File: config.mk
export PLATFORM = sky130hd
export DESIGN_NAME = serial_comparator
export DESIGN_NICKNAME = d
export VERILOG_FILES = /design/src/rtl/serial_comparator.sv
export SDC_FILE = /design/constraint.sdc
export NUM_CORES = 1
export LEC_CHECK = 0
export ABC_AREA = 1
export CORE_ASPECT_RATIO = 1.5
export CORE_MARGIN = 4
export CORE_UTILIZATION = 45
export DETAILED_ROUTE_END_ITERATION = 6
export PLACE_DENSITY = 0.73
export SLEW_MARGIN = 20
export SYNTH_ARGS = -nofsm -noshare
export SYNTH_HDL_FRONTEND = slang
export SYNTH_SLANG_ARGS = --single-unit
File: constraint.sdc
create_clock -name clk -period 1.24 [get_ports clk]
set_clock_uncertainty 0.2 [all_clocks]
set_input_delay 0.124 -clock clk [delete_from_list [all_inputs] [get_ports clk]]
set_output_delay 0.124 -clock clk [all_outputs]
set_load 0.01 [all_outputs]
File: src/rtl/serial_comparator.sv
// serial_comparator: unsigned A/B magnitude compare, one 2-bit slice per cycle, MSB first.
// Define SERIAL_COMPARATOR_EARLY_EXIT_EN to finish on the first unequal slice.
module serial_comparator #(
  parameter int WIDTH = 8
) (
  input  logic             clk,
  input  logic             reset,
  input  logic             inStart,
  input  logic [WIDTH-1:0] inA,
  input  logic [WIDTH-1:0] inB,
  output logic             outBusy,
  output logic             outDone,
  output logic             outGT,
  output logic             outEQ,
  output logic             outLT
);
  localparam int N  = WIDTH / 2;
  localparam int CW = N > 1 ? $clog2(N) : 1;
  typedef enum logic [1:0] {IDLE, BUSY, DONE} state_t;
  state_t           state;
  logic [WIDTH-1:0] a, b;
  logic [CW-1:0]    cnt;
  logic             res_gt, res_lt;
  logic [1:0]       sa, sb;
  logic             dgt, dlt, last, fin;
  assign sa   = a[WIDTH-1 -: 2];
  assign sb   = b[WIDTH-1 -: 2];
  // an earlier (more significant) unequal slice always wins
  assign dgt  = res_gt | (~res_lt & (sa > sb));
  assign dlt  = res_lt | (~res_gt & (sa < sb));
  assign last = cnt == CW'(N - 1);
`ifdef SERIAL_COMPARATOR_EARLY_EXIT_EN
  assign fin  = last | dgt | dlt;
`else
  assign fin  = last;
`endif
  always_ff @(posedge clk) begin
    if (reset) begin
      state   <= IDLE;
      a       <= '0;
      b       <= '0;
      cnt     <= '0;
      res_gt  <= 1'b0;
      res_lt  <= 1'b0;
      outBusy <= 1'b0;
      outDone <= 1'b0;
      outGT   <= 1'b0;
      outEQ   <= 1'b0;
      outLT   <= 1'b0;
    end else if (state == IDLE) begin
      if (inStart) begin
        state   <= BUSY;
        a       <= inA;
        b       <= inB;
        cnt     <= '0;
        res_gt  <= 1'b0;
        res_lt  <= 1'b0;
        outBusy <= 1'b1;
      end
    end else if (state == BUSY) begin
      a      <= a << 2;
      b      <= b << 2;
      cnt    <= cnt + CW'(1);
      res_gt <= dgt;
      res_lt <= dlt;
      if (fin) begin
        state   <= DONE;
        outBusy <= 1'b0;
        outDone <= 1'b1;
        outGT   <= dgt;
        outLT   <= dlt;
        outEQ   <= ~(dgt | dlt);
      end
    end else begin
      state   <= IDLE;
      outDone <= 1'b0;
    end
  end
endmodule

# [After elaboration in Yosys (flattened, before gate mapping)]
# Cells that the tools add are included.
[totals] input_bits=19 memories=0 mem_bits_rw=0 word_cells=60 output_inout_bits=5 register_bits=27 mem_bits_ro=0 latch_bits=0
[classes] n_shift=0 n_reduce_logical=8 n_addsub=1 order_cmp=2 bitwise=9 muxes=24 n_eq_ne=5 n_div=0 n_mul=0
[op_table] operator="$mux 8" count=6
[op_table] operator="$mux 2" count=7
[op_table] operator="$mux 1" count=11
[op_table] operator="$reduce_and 2->1" count=3
[op_table] operator="$reduce_and 3->1" count=2
[op_table] operator="$ne 2x2->1 const B" count=2
[op_table] operator="$not 1->1" count=4
[op_table] operator="$reduce_bool 2->1" count=2
[op_table] operator="$ne 3x3->1 const B" count=1
[op_table] operator="$or 1x1->1" count=3
[op_table] operator="$add 2x1->2 const B" count=1
[op_table] operator="$and 1x1->1" count=2
[op_table] operator="$eq 2x1->1 const B" count=1
[op_table] operator="$eq 2x2->1 const B" count=1
[op_table] operator="$gt 2x2->1" count=1
[op_table] operator="$logic_not 2->1" count=1
[op_table] operator="$lt 2x2->1" count=1

# [Depth between registers and ports, before layout]
# Gate-level depths: netlist of the first run.
[logic_depth] ltp_word=5 depth_mapped=9 mapped_depth_nobuf=9

# [Worst setup path before layout of the first run]
# OpenSTA, ideal clock, no wires.
[synth_path] path_type="register -> register" start="register b[7]" end="register outEQ" arrival_ns=0.951 n_path_buf=0 path_slack_ns=-0.027 stages_incl_launch_ff=9 period_less_slack_ns=1.267 setup_ns=0.116 t_required_ns=0.924 cell_sequence="dfxtp_1 -> inv_1 -> ha_1 -> nand2_1 -> nand2_1 -> nand2_1 -> nand2_1 -> nand2_1 -> a21oi_1"
[synth_between] elab_chain_len=5 elab_cells_between_ends=8 cone_classes="2 x order compare; 6 x bitwise"
[synth_rtl] element="start, declared" line="21" source="logic [WIDTH-1:0] a, b;"
[synth_rtl] element="start signal, assigned" line="54" source="b <= inB;"
[synth_rtl] element="start signal, assigned" line="62" source="b <= b << 2;"
[synth_rtl] element="$gt 2x2->1 / $lt 2x2->1 (equally long branches)" line="29, 30"
[synth_rtl] element="$and 1x1->1 (on tied branches)" line="29, 30"
[synth_rtl] element="$or 1x1->1 (on tied branches)" line="29, 30"
[synth_rtl] element="$or 1x1->1 (*)" line="72" source="outEQ <= ~(dgt | dlt);"
[synth_rtl] element="$not 1->1 (*)" line="72"
[synth_rtl] element="end signal, assigned" line="72"
[synth_rtl] element="end, declared" line="14" source="output logic outEQ,"
# Every way passes the cells marked *; elsewhere a longest branch is shown, timed or not.
# A chain may end at the register's enable or synchronous reset.

# [Worst setup path after layout of the first run]
# Ends and elaborated chain as after synthesis.

==> results.md, run 1 <==
- Status: complete, but fails checks
- Violated checks: negative setup slack
- 1st-iter DRT viols: 51
- # hold bufs at CTS: 0
- Core region area: 2530 um^2
- GRT overflow: 0
- Residual DRC count: 0
- Via/cell ratio: 5.00
- WP data required: 1.32 ns
- Area growth, synth to finish: 49.4%
- DR vias: 1236
- Ys Warns: 0
- Hold EP: a[0]
- Pins over their slew limit: 0
- Average cell area after synthesis: 7.02 um^2
- Placed Area: 1530 um^2
- Routed wire per std cell: 13.1 um
- Seq pwr share: 53.5%
- Max-cap viol count: 0
- # IOs: 24
- Clock net sink count: 27
- Final Cell Area: 1820 um^2
- Total CTS buffers: 3
- Worst path max stage delay: 0.37 ns
- Vias in the first global route: 1188
- DIE WIDTH: 50.5 um
- Clock Path Buffers: 2
- Hold WS: 0.126 ns
- H-tree depth: 1
- First-pass GRT wire length: 5180 um
- Worst-Margin Slew: 0.198 ns
- Max IR drop VDD: 0.799 mV
- Fillers: 206
- Post-synth cell types: 19
- Clock Latency Late Sink: 0.34 ns
- Fin. Hold Viols: 0
- Top cell by count, worst path: nand2_2
- R2r endpoint: outEQ
- GPL Wtd Cong: 0.760
- Endpoints failing setup: 19
- Antenna violations before repair: 0
- Ys async rst share: 0%
- Post-synth EDFFs: 0
- CTS tree: done
- Die ar.: 3630 um^2
- Comb power frac: 24.8%
- Fin crit share: 110%
- Post-Syn Area: 1220 um^2
- Net switching power: 0.552 mW
- CTS clock-pin slew for the worst setup and hold paths: 0.15 ns
- Worst Path Arrival: 1.44 ns
- Hold path start: inA[0]
- Hpwl dp: 2040 um
- Clock Power Share: 21.7%
- RSZ-0062 raised after global routing: true
- Yosys reg bits: 27
- I/O Buffers: 23
- Setup ws final: -0.120 ns
- WS Path Type: register to register
- Initial Util: 48.2%
- Hold path depth: 3
- Syn_nets: 196
- FP Rows: 22
- Pre-Repair DR Iteration Count: 4
- Worst-case reg-to-reg path depth: 8
- Internal: 1.26 mW
- Ratio of cells with drive above 1 in the final layout: 37.9%
- Wirelength, routed: 3230 um
- Slew HR: 86.8%
- Clock Tree Root: clkbuf_4
- Post-route ant nets: 0
- Critical path launch point type: register
- Reg2reg setup slack: -0.12 ns
- All-Layer GR Usage: 18.2%
- Height of the die: 71.8 um
- Critical R2R Launch: b[7]
- Post-Syn Instances: 174
- Pwr dens: 994 nW/um^2
- Top FF cell, synth: dfxtp_1
- Slowest CP cell: dfxtp_2
- Worst-path fanout max: 2
- Leak: 0.791 nW
- Ordered list of cells on the worst path: inv_2 -> ha_4 -> nand2_1 -> nand2_1 -> nand2_2 -> nand2_2 -> nand2_2 -> a21oi_2
- Fin util: 72.0%
- N_diodes: 0
- Min cycle time layout: 1.36 ns
- Sequential share of the synthesized area: 44.3%
- CP Capture Type: register
- Fmax: 0.735 GHz
- Hold WC Path Type: primary input to register
- Pin count of the biggest net entering global routing: 20
- Fin nets: 234
- Sw frac: 30.5%
==> cells by family after synthesis <==
family          synth area share [%]
compound gates                  16.2
simple gates                    27.8
flops                           44.3
fa+ha+maj                       3.07
buf+inv                         8.71
==> power by group through the flow <==
stage / registers [mW] / clock network, mW / logic, mW
floorplan: 0.966 / 0 / 0.206
global placement: 0.970 / 0 / 0.313
detailed placement: 0.972 / 0 / 0.324
CTS: 0.962 / 0.398 / 0.372
global route: 0.976 / 0.440 / 0.507
finish: 0.969 / 0.393 / 0.450
==> critical path, delay by kind of cell, from the launching register on <==
| family | cells | cell delay [ns] |
|---|---|---|
| DFF | 1 | 0.37 |
| and+or+nand+nor | 5 | 0.32 |
| adders and majority gates | 1 | 0.25 |
| AOI/OAI and AO/OA | 1 | 0.13 |
| buffers and inverters | 1 | 0.04 |
==> flip-flops by register name, summed over array words and instances, names as in the netlist <==
register	cells
cnt	2
res_gt	1
res_lt	1
outEQ	1
outDone	1
b	8
state	2
outLT	1
outBusy	1
a	8
outGT	1
==> layer usage <==
layer	wire length, um	vias up	GRT usage (%)
li1	-	633	-
met1	1370	564	22.3
met2	1660	32	30.8
met3	131	7	2.70
met4	70	0	8.38
met5	0	-	0
==> layout by cell type, fill, tap and decap left out, types with 2 or more instances in the layout <==
| master | count |
|---|---|
| o21ai_2 | 10 |
| inv_2 | 5 |
| clkdlybuf4s50_1 | 18 |
| nand2_8 | 3 |
| nand2_1 | 41 |
| a21oi_2 | 4 |
| ha_4 | 3 |
| nor2_1 | 24 |
| inv_1 | 6 |
| buf_6 | 7 |
| dfxtp_1 | 16 |
| nor2_2 | 2 |
| clkbuf_4 | 3 |
| o21ai_0 | 8 |
| nor2_4 | 4 |
| a21oi_1 | 8 |
| o21ai_1 | 8 |
| buf_2 | 4 |
| dfxtp_2 | 10 |
| inv_6 | 2 |
| nand2_2 | 9 |
| buf_4 | 8 |
==> Yosys cell counts, types with 2 or more instances <==
library cell	instances	area, um^2
a21oi_1	12	60.1
clkbuf_1	3	11.3
o21ai_0	26	130
nand2_4	2	22.5
dfxtp_1	27	541
ha_1	3	37.5
nand2_1	51	191
nor2_1	29	109
inv_1	11	41.3
==> per-stage QoR <==
stage / worst slack, ns / TNS, ns / instances / total power [mW]
finish: -0.120 / -0.528 / 247 / 1.81
global route: -0.233 / -1.93 / 247 / 1.92
CTS: -0.104 / -0.271 / 244 / 1.73
detailed placement: -0.282 / -5.17 / 237 / 1.30
global placement: -0.243 / -4.29 / 237 / 1.28
floorplan: -0.0225 / -0.0355 / 174 / 1.17
==> area by class of cell <==
class                           count  area [um^2]  area share (%)
Timing Repair Buffer               38          350            19.2
Clock inverter                      1         5.00           0.274
Tap cell                           36         45.0            2.47
Inverter                           13         66.3            3.64
Sequential cell                    27          557            30.5
Timing Repair inverter              1         8.76           0.480
Clock buffer                        3         22.5            1.23
Multi-Input combinational cell    128          769            42.2
==> repair_timing <==
| action | 4_1_cts | 5_1_grt |
|---|---|---|
| pin swaps | 2 | 23 |
| endpoints found under the hold margin | 0 | 0 |
| buffers inserted | 2 | 2 |
| setup endpoints to repair | 30 | 30 |
| cloned | 1 | 1 |
| gates resized for setup | 63 | 45 |
==> worst max-delay path by stage <==
stage | startpoint | to | slack [ns] | cells past startpoint
after floorplan | b[7] | outEQ | -0.02 | 8
after global placement | inStart | a[0] | -0.24 | 5
after detailed placement | inStart | b[1] | -0.28 | 5
after CTS | b[7] | outEQ | -0.10 | 8
after global routing | b[7] | outEQ | -0.23 | 8
final | b[7] | outEQ | -0.12 | 8
Power figures use the tool's default switching activity.
==> run 2, diff against run 1 <==
RECOVER_POWER = 50   (was unset)
SLEW_MARGIN = 30   (was 20)
==> run 2 against run 1 <==
Effect of this change: the run still ends with negative setup slack left; design area is essentially flat; sequential share of layout area barely moved; maximum frequency did not move; critical endpoint unchanged; largest cell class unchanged; highest routed layer unchanged.
==> results.md, run 2 (synthesis gave the netlist of run 1 again) <==
- Status: complete, but fails checks
- Violated checks: negative setup slack
- Fin. Hold Viols: 0
- Max-cap viol count: 0
- CTS tree: done
- Pwr dens: 994 nW/um^2
- Hold EP: a[0]
- R2r endpoint: outEQ
- Total CTS buffers: 3
- Fmax: 0.735 GHz
- CTS clock-pin slew for the worst setup and hold paths: 0.15 ns
- GPL Wtd Cong: 0.760
- Fin crit share: 110%
- Total power: 1.81 mW
- Via/cell ratio: 5.00
- RSZ-0062 raised after global routing: true
- Wirelength, routed: 3230 um
- Most common cell after layout, fill and taps aside: nand2_1
- Critical path launch point type: register
- DIE WIDTH: 50.5 um
- Die ar.: 3630 um^2
- Pins over their slew limit: 0
- First-pass GRT wire length: 5180 um
- I/O Buffers: 23
- All-Layer GR Usage: 18.2%
- Antenna violations before repair: 0
- Routed wire per std cell: 13.1 um
- Core region area: 2530 um^2
- Min cycle time layout: 1.36 ns
- Setup ws final: -0.120 ns
- Clock net sink count: 27
- Pin count of the biggest net entering global routing: 20
- Fin nets: 234
- Clock Path Buffers: 2
- Worst-Margin Slew: 0.198 ns
- Residual DRC count: 0
- Vias in the first global route: 1188
- Ratio of cells with drive above 1 in the final layout: 37.4%
- Clock Tree Root: clkbuf_4
- Hold path start: inA[0]
- Worst-case reg-to-reg path depth: 8
- Reg2reg setup slack: -0.12 ns
- Hold WC Path Type: primary input to register
- Initial Util: 48.2%
- CP Capture Type: register
- Clock Latency Late Sink: 0.34 ns
- Pre-Repair DR Iteration Count: 4
- Slew HR: 86.8%
- Largest regs: a (8), b (8)
- Fillers: 207
- WP data required: 1.32 ns
- Worst-path fanout max: 2
- Endpoints failing setup: 25
- Height of the die: 71.8 um
- Place WS: -0.282 ns
- 1st-iter DRT viols: 51
- Area growth, synth to finish: 49.3%
- WS Path Type: register to register
- Setup TNS: -1.14 ns
- Post-route ant nets: 0
- Critical R2R Launch: b[7]
- FP Rows: 22
- Hpwl dp: 2040 um
- Final Cell Area: 1820 um^2
- # IOs: 24
- Placed Area: 1530 um^2
- Worst Path Arrival: 1.44 ns
- Leak: 0.791 nW
- # hold bufs at CTS: 0
- H-tree depth: 1
- N_diodes: 0
- GRT overflow: 0
- DR vias: 1236
- Most frequent cells in the layout: 41 x nand2_1, 24 x nor2_1, 18 x clkdlybuf4s50_1, 17 x dfxtp_1, 10 x o21ai_2
- Max IR drop VDD: 0.799 mV
- Hold path depth: 3
==> run 2: cell types whose count changed in the layout (fill, tap and decap cells not counted) <==
cell     delta
dfxtp_1     +1
dfxtp_2     -1
==> run 2: report_power, final <==
group / switching (mW) / leakage, nW / internal [mW]
clock network: 0.272 / 0.0177 / 0.122
logic: 0.237 / 0.547 / 0.213
registers: 0.0438 / 0.226 / 0.925
==> run 2: layer usage <==
layer  wire length (um)  GRT usage, %
met5                  0             0
met4                 70          8.38
met3                131          2.70
met2               1660          30.8
met1               1370          22.3
==> run 2: critical path, cell delays in order, from the launching register on <==
cell     delay, ns
dfxtp_2       0.37
inv_2         0.04
ha_4          0.25
nand2_1       0.05
nand2_1       0.06
nand2_2       0.06
nand2_2       0.09
nand2_2       0.06
a21oi_2       0.13
==> run 2: metrics by stage <==
stage | std cells | util, % | hold slack, ns
finish | 247 | 72.0 | 0.126
global route | 247 | 72.0 | 0.138
CTS | 244 | 66.3 | 0.124
detailed placement | 237 | 60.3 | 0.254
global placement | 237 | 60.3 | 0.250
floorplan | 174 | - | 0.00118
==> run 2: final cells by class <==
type                    count  area (um^2)  area share, %
repair inverters            1         8.76          0.480
repair buffers             38          350           19.2
well taps                  36         45.0           2.47
clock buffers               3         22.5           1.24
flip-flops and latches     27          556           30.5
multi-input cells         128          769           42.2
inverters                  13         66.3           3.64
clock inverters             1         5.00          0.275
==> run 2: worst max path at each step <==
stage                 start    end  cells past startpoint
global placement    inStart   a[0]                      5
global route           b[7]  outEQ                      8
finish                 b[7]  outEQ                      8
detailed placement  inStart   b[1]                      5
CTS                    b[7]  outEQ                      8
floorplan              b[7]  outEQ                      8
==> run 2: what timing repair did <==
item | in CTS | in global routing
gates cloned | 1 | 1
resized for setup | 63 | 45
pin swaps | 2 | 23
setup endpoints to repair | 30 | 30
setup buffers | 2 | 2
==> run 3, diff against run 2 <==
GPL_TIMING_DRIVEN = 1   (was unset)
SLEW_MARGIN = 25   (was 30)
==> results of run 3 <==
Final layout, timing and power as in run 2 (identical DEF).
